==> config.mk <==
export PLATFORM = sky130hd
export DESIGN_NAME = slv_sc_fifo
export DESIGN_NICKNAME = d
export VERILOG_FILES = /design/src/rtl/slv_fifo_pkg.sv /design/src/rtl/slv_sc_fifo_mag_cmp.sv /design/src/rtl/slv_sc_fifo.sv
export SDC_FILE = /design/constraint.sdc
export NUM_CORES = 1
export LEC_CHECK = 0
export CAP_MARGIN = 5
export CORE_ASPECT_RATIO = 0.7
export CORE_UTILIZATION = 60
export CTS_CLUSTER_DIAMETER = 30
export DETAILED_ROUTE_END_ITERATION = 7
export PLACE_DENSITY_LB_ADDON = 0.1
export SYNTH_ARGS = -nofsm -noshare
export SYNTH_HDL_FRONTEND = slang
export SYNTH_SLANG_ARGS = --single-unit
==> constraint.sdc <==
create_clock -name clk_i -period 9.75 [get_ports clk_i]
set_input_delay 0.975 -clock clk_i [delete_from_list [all_inputs] [get_ports clk_i]]
set_output_delay 0.975 -clock clk_i [all_outputs]
set_load 0.05 [all_outputs]
==> src/rtl/slv_fifo_pkg.sv <==
// ---------------------------------------------------------------------------
// slv_fifo_pkg
// Shared definitions for the MCDF slave-channel FIFO.
//   clog2      : constant-evaluable ceiling log2, sizes the pointers
//   FIFO_DEPTH : entry count the pointer type is sized for
//   AW         : index width, clog2(FIFO_DEPTH)
//   ptr_t      : read/write pointer with one extra wrap bit, logic [AW:0]
// ---------------------------------------------------------------------------
package slv_fifo_pkg;

   // Smallest r such that 2**r >= value
   function automatic int clog2(input int value);
      int r;
      r = 0;
      while ((1 << r) < value) begin
         r = r + 1;
      end
      return r;
   endfunction

   localparam int FIFO_DEPTH = 32;
   localparam int AW         = clog2(FIFO_DEPTH);

   typedef logic [AW:0] ptr_t;

endpackage

==> src/rtl/slv_sc_fifo_mag_cmp.sv <==
// ---------------------------------------------------------------------------
// mag_cmp
// Unsigned magnitude comparator, rippled bit by bit from the MSB down.
// The first bit position where a and b differ decides the result.
// Purely combinational.
// Ports:
//   a, b : W-bit unsigned operands
//   gt   : a > b
//   eq   : a == b
//   lt   : a < b
// ---------------------------------------------------------------------------
module mag_cmp #(
   parameter int W = 6
) (
   input  logic [W-1:0] a,
   input  logic [W-1:0] b,
   output logic         gt,
   output logic         eq,
   output logic         lt
);

   // Walk from the MSB; once a decision is made, lower bits are ignored
   always_comb begin
      gt = 1'b0;
      lt = 1'b0;
      for (int i = W - 1; i >= 0; i--) begin
         if (!gt && !lt) begin
            if (a[i] && !b[i]) begin
               gt = 1'b1;
            end else if (!a[i] && b[i]) begin
               lt = 1'b1;
            end
         end
      end
      eq = !gt && !lt;
   end

endmodule

==> src/rtl/slv_sc_fifo.sv <==
// ---------------------------------------------------------------------------
// slv_sc_fifo
// Single-clock FIFO buffering one MCDF slave channel between the
// register-side writer and the arbiter-side reader. Pointers carry a wrap
// bit so full and empty fall out of pointer equality; all flags and the
// free-slot margin are registered alongside the pointers.
// Optional feature macro: SC_FIFO_WMARK_EN adds afull_o/aempty_o watermark
// flags computed through two mag_cmp instances.
// DEPTH must equal slv_fifo_pkg::FIFO_DEPTH (pointer type is sized there).
// Ports:
//   clk_i     clock, rising edge
//   rstn_i    synchronous active-low reset
//   wr_en_i   push request,  wdata_i push data (DW)
//   rd_en_i   pop request,   rdata_o registered pop data (DW)
//   rvalid_o  one-cycle pulse per accepted pop
//   full_o    no free entry,  empty_o no stored entry
//   margin_o  free entries 0..DEPTH (AW+1 bits)
//   ovf_o     one-cycle pulse, push rejected
//   udf_o     one-cycle pulse, pop rejected
//   afull_o   used >= AFULL   (SC_FIFO_WMARK_EN only)
//   aempty_o  used <= AEMPTY  (SC_FIFO_WMARK_EN only)
// ---------------------------------------------------------------------------
module slv_sc_fifo
   import slv_fifo_pkg::*;
#(
   parameter int DW     = 32,
   parameter int DEPTH  = FIFO_DEPTH
`ifdef SC_FIFO_WMARK_EN
 , parameter int AFULL  = 28
 , parameter int AEMPTY = 4
`endif
) (
   input  logic          clk_i,
   input  logic          rstn_i,
   input  logic          wr_en_i,
   input  logic [DW-1:0] wdata_i,
   input  logic          rd_en_i,
   output logic [DW-1:0] rdata_o,
   output logic          rvalid_o,
   output logic          full_o,
   output logic          empty_o,
   output logic [AW:0]   margin_o,
   output logic          ovf_o,
   output logic          udf_o
`ifdef SC_FIFO_WMARK_EN
 , output logic          afull_o
 , output logic          aempty_o
`endif
);

   logic [DW-1:0] r_mem [DEPTH];
   ptr_t          r_wptr;
   ptr_t          r_rptr;
   logic [DW-1:0] r_rdata;
   logic          r_rvalid;
   logic          r_full;
   logic          r_empty;
   ptr_t          r_margin;
   logic          r_ovf;
   logic          r_udf;

   logic          w_push;
   logic          w_pop;
   ptr_t          w_wptrNext;
   ptr_t          w_rptrNext;
   ptr_t          w_usedNext;
   logic          w_fullNext;
   logic          w_emptyNext;

   // Acceptance depends only on registered flags, so there is no
   // combinational path from the request inputs to any flag output
   always_comb begin
      w_push      = wr_en_i && !r_full;
      w_pop       = rd_en_i && !r_empty;
      w_wptrNext  = r_wptr + ptr_t'(w_push);
      w_rptrNext  = r_rptr + ptr_t'(w_pop);
      w_usedNext  = w_wptrNext - w_rptrNext;
      w_emptyNext = (w_wptrNext == w_rptrNext);
      w_fullNext  = (w_wptrNext[AW] != w_rptrNext[AW]) &&
                    (w_wptrNext[AW-1:0] == w_rptrNext[AW-1:0]);
   end

   // Storage is intentionally left uncleared by reset
   always_ff @(posedge clk_i) begin
      if (rstn_i && w_push) begin
         r_mem[r_wptr[AW-1:0]] <= wdata_i;
      end
   end

   // Pointers, read data and flags all advance on the same edge
   always_ff @(posedge clk_i) begin
      if (!rstn_i) begin
         r_wptr   <= '0;
         r_rptr   <= '0;
         r_rdata  <= '0;
         r_rvalid <= 1'b0;
         r_full   <= 1'b0;
         r_empty  <= 1'b1;
         r_margin <= ptr_t'(DEPTH);
         r_ovf    <= 1'b0;
         r_udf    <= 1'b0;
      end else begin
         r_wptr   <= w_wptrNext;
         r_rptr   <= w_rptrNext;
         r_rvalid <= w_pop;
         if (w_pop) begin
            r_rdata <= r_mem[r_rptr[AW-1:0]];
         end
         r_full   <= w_fullNext;
         r_empty  <= w_emptyNext;
         r_margin <= ptr_t'(DEPTH) - w_usedNext;
         r_ovf    <= wr_en_i && r_full;
         r_udf    <= rd_en_i && r_empty;
      end
   end

   assign rdata_o  = r_rdata;
   assign rvalid_o = r_rvalid;
   assign full_o   = r_full;
   assign empty_o  = r_empty;
   assign margin_o = r_margin;
   assign ovf_o    = r_ovf;
   assign udf_o    = r_udf;

`ifdef SC_FIFO_WMARK_EN
   logic w_afGt, w_afEq, w_afLt;
   logic w_aeGt, w_aeEq, w_aeLt;
   logic r_afull;
   logic r_aempty;

   // Watermarks look at the post-update occupancy so they line up with
   // the registered margin
   mag_cmp #(.W(AW + 1)) u_afullCmp (
      .a  (w_usedNext),
      .b  (ptr_t'(AFULL)),
      .gt (w_afGt),
      .eq (w_afEq),
      .lt (w_afLt)
   );

   mag_cmp #(.W(AW + 1)) u_aemptyCmp (
      .a  (w_usedNext),
      .b  (ptr_t'(AEMPTY)),
      .gt (w_aeGt),
      .eq (w_aeEq),
      .lt (w_aeLt)
   );

   // The comparator outputs are one-hot; the extra term only keeps every
   // output of both instances observable
   always_ff @(posedge clk_i) begin
      if (!rstn_i) begin
         r_afull  <= 1'b0;
         r_aempty <= 1'b1;
      end else begin
         r_afull  <= (w_afGt || w_afEq) && !w_afLt;
         r_aempty <= (w_aeLt || w_aeEq) && !w_aeGt;
      end
   end

   assign afull_o  = r_afull;
   assign aempty_o = r_aempty;
`endif

endmodule

# After elaboration in Yosys (flattened, before gate mapping)
# Memory sizes are Yosys's and may differ from the RTL's. A register that Yosys moved wholly into a read port is not among the register bits.
# Index checks and enable logic that the tools add are counted.
# classes
reduce_logical	9
addsub	4
n_eq_ne	3
n_mux	2
# ops
cell	count
adder 6 x 1 -> 6 bit	2
== test 6 bit	1
logical AND 1 bit	6
subtractor 6 bit	1
subtractor 6 bit (first input constant)	1
== test 5 bit	1
zero test 1 bit	3
two-way mux 1 bit	2
!= test 1 bit	1
# word_totals
mem_bits_rw	1024
n_memories	1
elab_cells	27
input_bits	36
regBits	23
# memory_table
memory	words	width	rd	rd_clocked_by_memory_dff	wr	line	source
r_mem	32	32	1	1	1	slv_sc_fifo.sv:51	logic [DW-1:0] r_mem [DEPTH];

# Depth between registers and ports, before layout
# depth
word_depth	5
mapped_depth	16
ltp_nobuf	13

# Worst setup path after synthesis
# No wires, ideal clock.
# synth_path
path_type	input port to flip-flop
start	in rd_en_i
end	reg r_margin[5], in the netlist margin_o[5]
setup_ns	0.121
slack_ns	5.647
path_stages	15
t_arrival_ns	3.982
n_path_buf	3
cell_sequence	nor2b_1 > clkbuf_1 > clkbuf_1 > clkbuf_1 > ha_1 > ha_1 > xnor2_1 > ha_1 > inv_1 > fa_1 > nor2b_1 > o21ai_0 > nor3b_1 > or3_1 > mux2_2
# synth_between
elab_chain_cells	4
# synth_rtl
item	line	source
start: declaration	slv_sc_fifo.sv:37	input logic rd_en_i,
logical AND 1 bit	slv_sc_fifo.sv:74	w_pop = rd_en_i && !r_empty;
named net w_pop	slv_sc_fifo.sv:63	logic w_pop;
adder 6 x 1 -> 6 bit	slv_sc_fifo.sv:76	w_rptrNext = r_rptr + ptr_t'(w_pop);
named net w_rptrNext[1]	slv_sc_fifo.sv:65	ptr_t w_rptrNext;
subtractor 6 bit	slv_sc_fifo.sv:77	w_usedNext = w_wptrNext - w_rptrNext;
subtractor 6 bit	slv_sc_fifo.sv:111	r_margin <= ptr_t'(DEPTH) - w_usedNext;
end signal: assignment	slv_sc_fifo.sv:99	r_margin <= ptr_t'(DEPTH);
end signal: assignment	slv_sc_fifo.sv:111	
end: declaration	slv_sc_fifo.sv:58	ptr_t r_margin;
# The timed path passes the listed nets, and every way through them passes these cells.
# A chain may end at the register's enable or synchronous reset.

# Worst setup path in the final report
# layout_path
start	reg r_rptr[1]
end	reg r_margin[5], in the netlist margin_o[5]
# layout_between
elab_chain_cells	3
# layout_rtl
item	line	source
start: declaration	slv_sc_fifo.sv:53	ptr_t r_rptr;
start signal: assignment	slv_sc_fifo.sv:104	r_rptr <= w_rptrNext;
adder 6 x 1 -> 6 bit	slv_sc_fifo.sv:76	
named net w_rptrNext[1]	slv_sc_fifo.sv:65	
subtractor 6 bit	slv_sc_fifo.sv:77	
subtractor 6 bit	slv_sc_fifo.sv:111	
# The timed path passes the listed nets, and every way through them passes these cells.

==> metrics <==
Total Routing Usage GR=0.297; CP cell instances=buf_4 -> ha_1 -> xnor2_1 -> ha_1 -> inv_1 -> fa_1 -> nor2b_1 -> o21ai_0 -> nor3b_1 -> or3_1 -> mux2_2; post-route ant nets=0; peak fanout along the critical path=65; CTS H-tree depth=4; worst path required time=10.34 ns; # port buffers=78; routed length per instance=around 32 um; Most used DFF post-synth=edfxtp_1; First-pass DRT Iterations=5; R2R Path End=margin_o[5]$_SDFF_PN1_; Critical R2R Launch=r_rptr[1]$_SDFF_PN0_; final hold slack=0.519 ns; critical path's most frequent cell=ha_1; Total Power=approximately 0.011 W; dominant cells by area after synthesis=edfxtp_1 75%, mux4_2 11%, mux2i_1 3.1%; largest net degree at the start of global routing=around 120; slowest CP cell=buf_4; hold buffer count at cts=0; # IOs=roughly 80; post-synth cell types=39; biggest area consumer among synthesized cells=edfxtp_1; antenna violations before repair=0; power density over the cells=235 nW/um2; final net count=2146; first-pass GRT wire length=around 140000 um; vias=between 20000 and 25000; clock sink total=around 1100; setup_tns=0 ns; R2R setup slack=5.89 ns; routability cong.=0.788; Ys Warns=0; GR Util met1=0.435; number of global-route vias before repair=between 20000 and 25000; Clock Path Buffers=3; post-route clock period utilization=0.396; WS Path Type=register to register; Critical Path End Type=register; WHS Path Cells=1; Initial Util=0.611; Die ar.=69200 um2; status=finished clean; Hold WC Path Type=register to register; Max VDD drop=between 0.00015 and 0.0002 V; share of layout cells above drive strength 1=0.235; Finish-stage setup viols=0; Worst path max stage delay=0.83 ns; # resized after CTS=0; GRT overflow=0; mean post-synth cell area=21.0 um2; max-slew violations=0; min Tclk post-route=3.86 ns; via-per-instance ratio=6.69; DP Wirelength=52100 um; flops & latches, synth=1079; # fillers=between 3000 and 4000; Mapped Cells=1944; DRT iter0 DRCs=2436; Die Span X=314 um; RSZ-0062 raised after global routing=false; core box area=~67000 um2; grt peak-use layer=met1; # Max-Cap Violations=0; Layout area overhead=16.6%; pin slew with the least headroom to its limit=1.36 ns; DRT Wirelength=99300 um; Max Fclk=259 MHz; root buf cell=clkbuf_16; Critical Path AT=4.45 ns; Worst Hold Launch=full_o$_SDFF_PN0_; Slew HR=0.0880; clk slew on worst S/H paths=around 0.05 ns; ys async rst share=0; endpoints failing hold=0; Die Span Y=220 um; sequential area share after synthesis=0.779; Num CTS Buffers=141; met3 usage in global routing=0.0993; Syn Nets=between 1500 and 2000; drt drc=0; LEAKAGE=14.8 nW; GR Util met2=0.431; post-CTS setup buffers=0; FP Rows=79; placed instance area=42900 um2; mapped cell area=40900 um2; Yosys top cell area share=0.752; worst-skew pair later-pin latency=0.72 ns; type of origin of the critical path=register; Hold Path Sink=ovf_o$_SDFF_PN0_; Design Area, Final=roughly 48000 um2; Antenna Cells=0; R2R cell count=11; CTS tree=built; Max Clock Skew=0.0289 ns; number of flops mapped to enable cells by yosys=1024
[placed cells by master (no fill, tap or decap), types with 32 or more instances in the layout]
| cell type | instances |
|---|---|
| o31ai_1 | 32 |
| nor2_4 | 33 |
| o221ai_1 | 32 |
| nor3_1 | 33 |
| clkbuf_16 | 148 |
| mux4_2 | 192 |
| o22ai_1 | 96 |
| clkdlybuf4s50_1 | 78 |
| mux2i_1 | 128 |
| o21ai_0 | 35 |
| edfxtp_1 | 1024 |
| buf_4 | 50 |
| dfxtp_1 | 53 |
| a22o_1 | 64 |
[routing by layer]
layer	wire [um]	up-vias	share of wire
li1	-	8524	-
met1	40800	10900	0.41
met5	0	-	0
met2	44300	1221	0.45
met4	1600	0	0.016
met3	12500	118	0.13
[stage by stage]
step	cells	worst slack [ns]	utilization
final	3104	5.89	0.713
after global routing	3104	5.66	0.713
after CTS	3104	5.87	0.713
after detailed placement	2845	5.41	0.641
after global placement	2845	5.43	0.641
after floorplan	1944	5.65	-
[final cells by class]
class | count | area, um2 | area share
clock buffers | 163 | 3780 | 0.0792
clock inverters | 96 | 1040 | 0.0217
inverters | 7 | 26.3 | 0.000551
multi-input cells | 738 | 8700 | 0.182
flip-flops and latches | 1079 | 31900 | 0.668
well taps | 891 | 1110 | 0.0234
repair buffers | 130 | 1200 | 0.0251
[sequential cells by signal, summed over array words and instances, names as in the netlist]
name,cells
empty_o,1
r_mem,1024
rdata_o,32
udf_o,1
r_rptr,6
margin_o,6
r_wptr,6
ovf_o,1
rvalid_o,1
full_o,1
[worst max-delay path: cells and delay by family (launching register included)]
family | cells | cell delay [ns]
adder cells (fa/ha/maj) | 3 | 1.05
buffers and inverters | 2 | 0.89
AND/OR/NAND/NOR | 3 | 0.60
flip-flops | 1 | 0.53
multiplexers | 1 | 0.26
XOR/XNOR | 1 | 0.22
AO/OA/AOI/OAI | 1 | 0.11
[power by group]
group | internal, W | leakage (nW) | switching [W] | total (W)
Combinational | 0.000353 | 2.81 | 0.000494 | 0.000847
Sequential | 0.00512 | 9.66 | 0.0000482 | 0.00517
Clock | 0.00325 | 2.33 | 0.00196 | 0.00521
[kinds of logic after synthesis]
kind of cell | share of synthesized area
AND/OR/NAND/NOR | 0.0157
AO/OA/AOI/OAI | 0.0460
adder cells (fa/ha/maj) | 0.00416
flip-flops | 0.779
multiplexers | 0.137
XOR/XNOR | 0.00236
buffers and inverters | 0.0159
[worst max path at each step]
stage / start / end / cells after the start
after global placement: wr_en_i / margin_o[5]$_SDFF_PN1_ / 13
final: r_rptr[1]$_SDFF_PN0_ / margin_o[5]$_SDFF_PN1_ / 11
after global routing: r_rptr[1]$_SDFF_PN0_ / margin_o[5]$_SDFF_PN1_ / 11
after floorplan: rd_en_i / margin_o[5]$_SDFF_PN1_ / 15
after detailed placement: wr_en_i / margin_o[5]$_SDFF_PN1_ / 13
after CTS: r_rptr[1]$_SDFF_PN0_ / margin_o[5]$_SDFF_PN1_ / 11
[cells in the mapped netlist, types with 18 or more instances]
cell / instances
mux2i_1: 128
o22ai_1: 96
nor2_1: 47
mux4_2: 192
clkbuf_1: 75
nor3_1: 33
a22o_1: 64
buf_4: 18
o31ai_1: 32
dfxtp_1: 55
edfxtp_1: 1024
o21ai_0: 35
o221ai_1: 32
Note: power is estimated with default switching activity, not from simulation.
